## src/rtl/alarm_timer_pkg.sv

```systemverilog
// Shared encodings and default delays for the alarm countdown timer.
package alarm_timer_pkg;

  localparam logic [1:0] IV_ARM       = 2'b00;
  localparam logic [1:0] IV_DRIVER    = 2'b01;
  localparam logic [1:0] IV_PASSENGER = 2'b10;
  localparam logic [1:0] IV_ALARM     = 2'b11;

  typedef enum logic [1:0] {
    ST_IDLE     = 2'b00,
    ST_COUNTING = 2'b01,
    ST_EXPIRE   = 2'b10
  } state_t;

  localparam int unsigned CLK_HZ_DEFAULT      = 27000000;
  localparam int unsigned T_ARM_DEFAULT       = 6;
  localparam int unsigned T_DRIVER_DEFAULT    = 8;
  localparam int unsigned T_PASSENGER_DEFAULT = 15;
  localparam int unsigned T_ALARM_DEFAULT     = 10;

endpackage

```

## src/rtl/one_hz_divider.sv

```systemverilog
// Free-running 1 Hz tick divider; restart realigns it so the next second is full length.
module one_hz_divider #(
  parameter int unsigned CLK_HZ = 27000000
) (
  input  logic clock,
  input  logic reset,
  input  logic restart,
  output logic tick
);

  localparam int unsigned CW = (CLK_HZ > 1) ? $clog2(CLK_HZ) : 1;
  localparam logic [CW-1:0] TC = CW'(CLK_HZ - 1);

  logic [CW-1:0] count;

  always_ff @(posedge clock or negedge reset) begin
    if (!reset) begin
      count <= '0;
    end else if (restart || (count == TC)) begin
      count <= '0;
    end else begin
      count <= count + CW'(1);
    end
  end

  assign tick = (count == TC);

endmodule

```

## src/rtl/alarm_timer.sv

```systemverilog
// Countdown timer for the anti-theft FSM: selectable delays, 1 Hz divider, expiry pulse.
// Define ALARM_TIMER_REPROGRAM_EN to make the four delays writable at run time.
module alarm_timer
  import alarm_timer_pkg::*;
#(
  parameter int unsigned CLK_HZ          = CLK_HZ_DEFAULT,
  parameter int unsigned T_ARM_DEF       = T_ARM_DEFAULT,
  parameter int unsigned T_DRIVER_DEF    = T_DRIVER_DEFAULT,
  parameter int unsigned T_PASSENGER_DEF = T_PASSENGER_DEFAULT,
  parameter int unsigned T_ALARM_DEF     = T_ALARM_DEFAULT
) (
  input  logic       clock,
  input  logic       reset,
  input  logic       start_timer,
  input  logic [1:0] interval,
  input  logic       reprogram,
  input  logic [1:0] prog_sel,
  input  logic [3:0] prog_value,
  output logic       expired,
  output logic [3:0] remaining,
  output logic       busy,
  output logic       one_hz
);

  state_t     state;
  logic [3:0] load_value;
  logic       tick;

  one_hz_divider #(
    .CLK_HZ (CLK_HZ)
  ) u_divider (
    .clock   (clock),
    .reset   (reset),
    .restart (start_timer),
    .tick    (tick)
  );

  assign one_hz = tick;

`ifdef ALARM_TIMER_REPROGRAM_EN
  logic [3:0] delay_q [4];

  // A same-edge start reads the pre-write value because the write lands on that edge.
  always_ff @(posedge clock or negedge reset) begin
    if (!reset) begin
      delay_q[IV_ARM]       <= 4'(T_ARM_DEF);
      delay_q[IV_DRIVER]    <= 4'(T_DRIVER_DEF);
      delay_q[IV_PASSENGER] <= 4'(T_PASSENGER_DEF);
      delay_q[IV_ALARM]     <= 4'(T_ALARM_DEF);
    end else if (reprogram) begin
      delay_q[prog_sel] <= prog_value;
    end
  end

  assign load_value = delay_q[interval];
`else
  logic unused_prog;
  assign unused_prog = ^{reprogram, prog_sel, prog_value};

  always_comb begin
    load_value = 4'(T_ARM_DEF);
    case (interval)
      IV_ARM:       load_value = 4'(T_ARM_DEF);
      IV_DRIVER:    load_value = 4'(T_DRIVER_DEF);
      IV_PASSENGER: load_value = 4'(T_PASSENGER_DEF);
      IV_ALARM:     load_value = 4'(T_ALARM_DEF);
      default:      load_value = 4'(T_ARM_DEF);
    endcase
  end
`endif

  always_ff @(posedge clock or negedge reset) begin
    if (!reset) begin
      state     <= ST_IDLE;
      remaining <= '0;
      expired   <= 1'b0;
      busy      <= 1'b0;
    end else begin
      expired <= 1'b0;
      // A start from any state abandons the current count; its pending tick is ignored.
      if (start_timer) begin
        remaining <= load_value;
        if (load_value != 4'd0) begin
          state <= ST_COUNTING;
          busy  <= 1'b1;
        end else begin
          state   <= ST_EXPIRE;
          busy    <= 1'b0;
          expired <= 1'b1;
        end
      end else begin
        case (state)
          ST_IDLE: begin
            busy <= 1'b0;
          end
          ST_COUNTING: begin
            if (tick) begin
              if (remaining <= 4'd1) begin
                remaining <= '0;
                state     <= ST_EXPIRE;
                busy      <= 1'b0;
                expired   <= 1'b1;
              end else begin
                remaining <= remaining - 4'd1;
              end
            end
          end
          ST_EXPIRE: begin
            state <= ST_IDLE;
            busy  <= 1'b0;
          end
          default: begin
            state <= ST_IDLE;
            busy  <= 1'b0;
          end
        endcase
      end
    end
  end

endmodule

```

## config.mk

```make
export PLATFORM = sky130hd
export DESIGN_NAME = alarm_timer
export DESIGN_NICKNAME = d
export VERILOG_FILES = /design/src/rtl/alarm_timer_pkg.sv /design/src/rtl/one_hz_divider.sv /design/src/rtl/alarm_timer.sv
export SDC_FILE = /design/constraint.sdc
export NUM_CORES = 1
export LEC_CHECK = 0
export CAP_MARGIN = 20
export CORE_MARGIN = 3
export CORE_UTILIZATION = 25
export CTS_BUF_LIST = sky130_fd_sc_hd__clkbuf_16
export DETAILED_ROUTE_END_ITERATION = 8
export PLACE_DENSITY = 0.4
export SLEW_MARGIN = 20
export SYNTH_ARGS = -nofsm -noshare
export SYNTH_HDL_FRONTEND = slang
export SYNTH_SLANG_ARGS = --single-unit
export TNS_END_PERCENT = 30
```

## constraint.sdc

```tcl
create_clock -name clock -period 2 [get_ports clock]
set_input_delay 0.4 -clock clock [delete_from_list [all_inputs] [get_ports clock]]
set_output_delay 0.4 -clock clock [all_outputs]
set_load 0.01 [all_outputs]
```

==> flow_summary.ini, run 1 <==
[floorplan]
rows = 30
dieArea_um2 = 8246
die_w_um = 90.81
ios = 19
initial_core_util_pct = 26.17
die_h_um = 90.81
core_um2 = 6869

[grt]
track_usage_pct = 12.06
grt_remaining_overflow = 0
grt_pass1_wl_um = 7983
antenna_found_initial = 0
grt_max_degree = 34
grt_pass1_vias = 1626

[sta]
setup_viol = 0
min_period_ps = 1943
rsz0062_at_grt = true
period_share_pct = 97.14
slew_viol_final = 0
fin_skew_ps = 3.575
whs_ps = 155.0
slew_headroom_pct = 70.65
max_freq_ghz = 0.5147
hold_viol = 0
worst_pin_slew_ps = 440.2

[clock_network]
cts_tree = done
clk_pin_slew_ps = 50
insertion_delay_ps = 280
cts_sinks = 33
clock_path_buffers = 2
h-tree-depth = 2
hold_buffers = 0
cts-root-buf = clkbuf_16
cts_buffers = 5

[synthesis]
synthesis.nets = 206
synth_area_leaders = dfrtp_1, nand4_1, nor2_1
synthFlopType = dfrtp_1
synthArstFlopShare_pct = 100.0
syn_area_um2 = 1798
seq_area_frac_synth_pct = 45.93
synth_area_per_cell_um2 = 9.413
synth_cell_types = 40
synth_top_area_share_pct = 45.93
netlist_top_cells_count = dfrtp_1, nor2_1, nand4_1, a21oi_1
ys_ff_latch = 33
synth_top_area_cell = dfrtp_1
syn_inst = 191
synth.most_common_cell = dfrtp_1
synth_warnings = 0
synth_edf_count = 0

[final_layout]
fin_area_um2 = 2490
final_util_pct = 36.25
multiInputGateArea_um2 = 919.6
seq_area_um2 = 825.8
fillers = 716
drive_gt1_share_pct = 24.08
area_delta_synth_final_pct = 38.48
layout.nets = 259
n_antenna_cell = 0

[critical_path]
worst-path-max-fanout = 2
cp.arrival_ps = 1540
end_kind = primary output
crit_path_start_kind = flop
cp_data_required_time_ps = 1600
worstSetupPathType = reg2out

[job]
maxCapViolations = 0

[drt]
drtIter0Drc = 51
drt-total-wl_um = 4662
antenna_left = 0
num_vias = 1624
drc = 0
via_per_inst = 4.762
first_pass_iters = 4
routedWlPerCell_um = 13.67

[place]
dp_hpwl_um = 3425
routabilityCongestion = 0.7414
port_buffers = 11
postPlaceCellArea_um2 = 2323

[hold_path]
hold_class = in2async

[pwr]
ir_drop_v = 0.0003393
finalPower_uw = 1534
leakagePower_uw = 0.001015
powerDensity_nw_per_um2 = 616.2

[status]
outcome = finished clean
[per-layer routing]
layer	wire (µm)	vias up	track usage, %
li1	-	822	-
met1	2358	776	16.84
met2	2088	21	18.53
met3	158	5	2.667
met4	57	0	3.769
met5	0	-	0
[timing repair]
action	CTS	global route
hold endpoints to repair	0	0
setup endpoints to repair	1	8
pin swaps	2	3
gates resized for setup	4	5
setup buffers	0	1
[flip-flops by register name, indices dropped and copies added (netlist names)]
name,flops
state,2
expired,1
u_divider.count,25
remaining,4
busy,1
[where the power goes]
part	leakage, µW	switching, µW	internal (µW)
Clock	0.0000687	280	450
Sequential	0.000435	14.4	680
Combinational	0.000511	57.1	53.5
[layout make-up]
class	count	share of cell area, %
clock buffers	5	5.025
clock inverters	3	0.5025
inverters	9	1.357
multi-input cells	140	36.93
flip-flops and latches	33	33.17
well taps	96	4.824
repair buffers	55	18.19
[cells by family (layout without fill, tap and decap cells)]
kind of cell,Yosys count,count (layout),synth area share (%)
adders and majority gates,3,3,2.088
and+or+nand+nor,86,86,27.91
DFF,33,33,45.93
buffers and inverters,18,72,4.314
xor gates and xnor gates,11,11,5.358
AOI/OAI and AO/OA,40,40,14.41
[layout by cell type (no fill, tap or decap), drive strengths merged, types with 8 or more instances in the layout]
cell type,netlist,routed
buf,8,45
dfrtp,33,33
nor2,17,17
nand4,13,13
a21oi,12,12
o21ai,10,10
nand2,9,9
inv,9,9
clkdlybuf4s50,0,9
nor3,8,8
[stage by stage]
stage               TNS (ps)  setup slack, ps  std cells
CTS                        0            26.92        340
finish                     0            57.11        341
global route          -50.85           -21.76        341
detailed placement    -58.89           -58.89        332
floorplan                  0            112.8        191
global placement      -67.04           -67.04        332
[critical path: stages (launching register included)]
cell and delay, ps:
dfrtp_1 380, nor4bb_1 290, nand4_1 200, nor3_2 160, clkdlybuf4s15_2 240
[final timing paths]
| kind | cells past startpoint | end | slack (ps) | startpoint |
|---|---|---|---|---|
| worst max-delay path | 4 | one_hz | 60 | u_divider.count[6] |
| min in group clock | 1 | busy | 500 | busy |
| worst min register to register | 1 | busy | 500 | busy |
| worst min-delay path | 2 | u_divider.count[21] | 160 | reset |
| max in group asynchronous | 2 | u_divider.count[5] | 1540 | reset |
| worst max register to register | 6 | remaining[0] | 60 | u_divider.count[6] |
Note: power is estimated with default switching activity, not from simulation.
==> run 2, diff against run 1 <==
--- a/config.mk
+++ b/config.mk
@@ -7,10 +7,10 @@
 export LEC_CHECK = 0
 export CAP_MARGIN = 20
 export CORE_MARGIN = 3
-export CORE_UTILIZATION = 25
+export CORE_UTILIZATION = 55
 export CTS_BUF_LIST = sky130_fd_sc_hd__clkbuf_16
 export DETAILED_ROUTE_END_ITERATION = 8
-export PLACE_DENSITY = 0.4
+export PLACE_DENSITY = 0.75
 export SLEW_MARGIN = 20
 export SYNTH_ARGS = -nofsm -noshare
 export SYNTH_HDL_FRONTEND = slang
==> constraint.sdc (replaced) <==
create_clock -name clock -period 2.35 [get_ports clock]
set_input_delay 0.47 -clock clock [delete_from_list [all_inputs] [get_ports clock]]
set_output_delay 0.47 -clock clock [all_outputs]
set_load 0.005 [all_outputs]
==> run 2 against run 1 <==
Worst hold slack improved by 370 ps. Die area is 52% lower. Final area is 10% lower. Critical endpoint is now busy. Largest cell class unchanged. Largest power group unchanged. Highest routed layer unchanged.
==> flow_summary.ini, run 2 (same netlist as run 1, synthesis figures left out) <==
[status]
outcome = finished clean

[floorplan]
dieArea_um2 = 3991
die_w_um = 63.18
initial_core_util_pct = 58.41
die_h_um = 63.18
core_um2 = 3078
ios = 19
rows = 20

[critical_path]
worst-path-max-fanout = 10
cp.arrival_ps = 2450
cp_data_required_time_ps = 2510
r2r_cells = 7
rrSetupSlack_ps = 70
end_kind = flop
crit_path_start_kind = flop
worstSetupPathType = reg2reg

[grt]
grt_remaining_overflow = 0
antenna_found_initial = 0
grt_pass1_wl_um = 7403
track_usage_pct = 23.68
grt_max_degree = 34
grt_pass1_vias = 1603

[drt]
antenna_left = 0
routedWlPerCell_um = 16.48
drc = 0
first_pass_iters = 5
drtIter0Drc = 121
via_per_inst = 6.337
drt-total-wl_um = 4301
num_vias = 1654

[pwr]
combPwrFrac_pct = 5.9
ir_drop_v = 0.0004675
seq_power_share_pct = 42.4
p_int_uw = 1110
p_sw_uw = 289.1
p_sw_share_pct = 20.67
power.share.clock_pct = 51.7
leakagePower_uw = 0.0008861
powerDensity_nw_per_um2 = 627.5

[clock_network]
cts_tree = done
clk_pin_slew_ps = 50
clock_path_buffers = 2
hold_buffers = 0
cts_sinks = 33
cts-root-buf = clkbuf_16
h-tree-depth = 2
insertion_delay_ps = 280
cts_buffers = 5

[final_layout]
seq_area_um2 = 827.0
layout_common_cells = dfrtp_1, nor2_1, buf_4
drive_gt1_share_pct = 13.36
instances_no_fill = 261
mostFrequentLayoutCell = dfrtp_1
n_antenna_cell = 0
layout.nets = 231
largest-register = u_divider.count
area_delta_synth_final_pct = 24.01
reg_top3 = u_divider.count x25, remaining x4, state x2
fillers = 227
multiInputGateArea_um2 = 918.4
largest_reg_flops = 25

[sta]
slew_viol_final = 0
rsz0062_at_grt = false
period_share_pct = 97.22
min_period_ps = 2285
slew_headroom_pct = 61.95
hold_viol = 0
max_freq_ghz = 0.4377
worst_pin_slew_ps = 564.8
setup_viol = 0
fin_skew_ps = 4.867
tns_ps = 0

[place]
port_buffers = 11
routabilityCongestion = 0.8356
dp_hpwl_um = 2766
dp.cells = 247

[hold_path]
hold_class = reg2reg
min_path_cells = 1

[job]
maxCapViolations = 0
run 2: worst paths after layout:
kind	to	start
worst min-delay path	busy	busy
worst min register to register	busy	busy
worst max register to register	busy	u_divider.count[18]
max in group asynchronous	u_divider.count[18]	reset
worst max-delay path	busy	u_divider.count[18]
min in group asynchronous	u_divider.count[22]	reset
run 2: metal layers:
layer	GRT usage, %	up-vias	share of wire (%)
li1	-	764	-
met1	29.65	799	42
met2	37.55	73	49
met3	6.061	18	5.5
met4	12.67	0	3.4
met5	0	-	0
run 2: cell type report:
type / instances / area share, %
clock buffer: 5 / 5.612
clock inverter: 3 / 1.684
inverter: 9 / 1.515
multi-input combinational: 140 / 41.19
sequential: 33 / 37.09
tap: 44 / 2.469
timing repair buffer: 27 / 10.44
run 2: through the flow:
step                total power [µW]  utilization, %  worst slack (ps)  cell area (µm²)  hold WS [ps]
global placement               673.8           64.80             203.7             1994         470.2
detailed placement             676.3           64.80             155.2             1994         484.4
finish                          1399           72.44             65.32             2230         523.1
CTS                             1401           71.18             3.378             2191         520.3
floorplan                      632.7               -             462.8             1798         174.4
global route                    1454           72.44            0.8433             2230         545.3
run 2: worst max-delay path, stage by stage (launching register included):
cell and delay, ps:
dfrtp_2 430, nor4bb_2 290, nand4_1 200, buf_4 180
buf_4 120, buf_4 160, or4_1 560, a31o_1 240
run 2: repair_timing:
action	CTS	global route
resized for setup	4	2
hold endpoints to repair	0	0
setup buffers	2	4
endpoints found under the setup margin	1	1
pin swaps	4	2
run 2: power by group through the flow:
| stage | Sequential (µW) | Combinational (µW) | Clock, µW |
|---|---|---|---|
| global route | 595 | 92.7 | 766 |
| floorplan | 600 | 32.9 | 0 |
| global placement | 601 | 72.5 | 0 |
| finish | 593 | 82.2 | 723 |
| CTS | 593 | 79.6 | 728 |
| detailed placement | 602 | 74.3 | 0 |
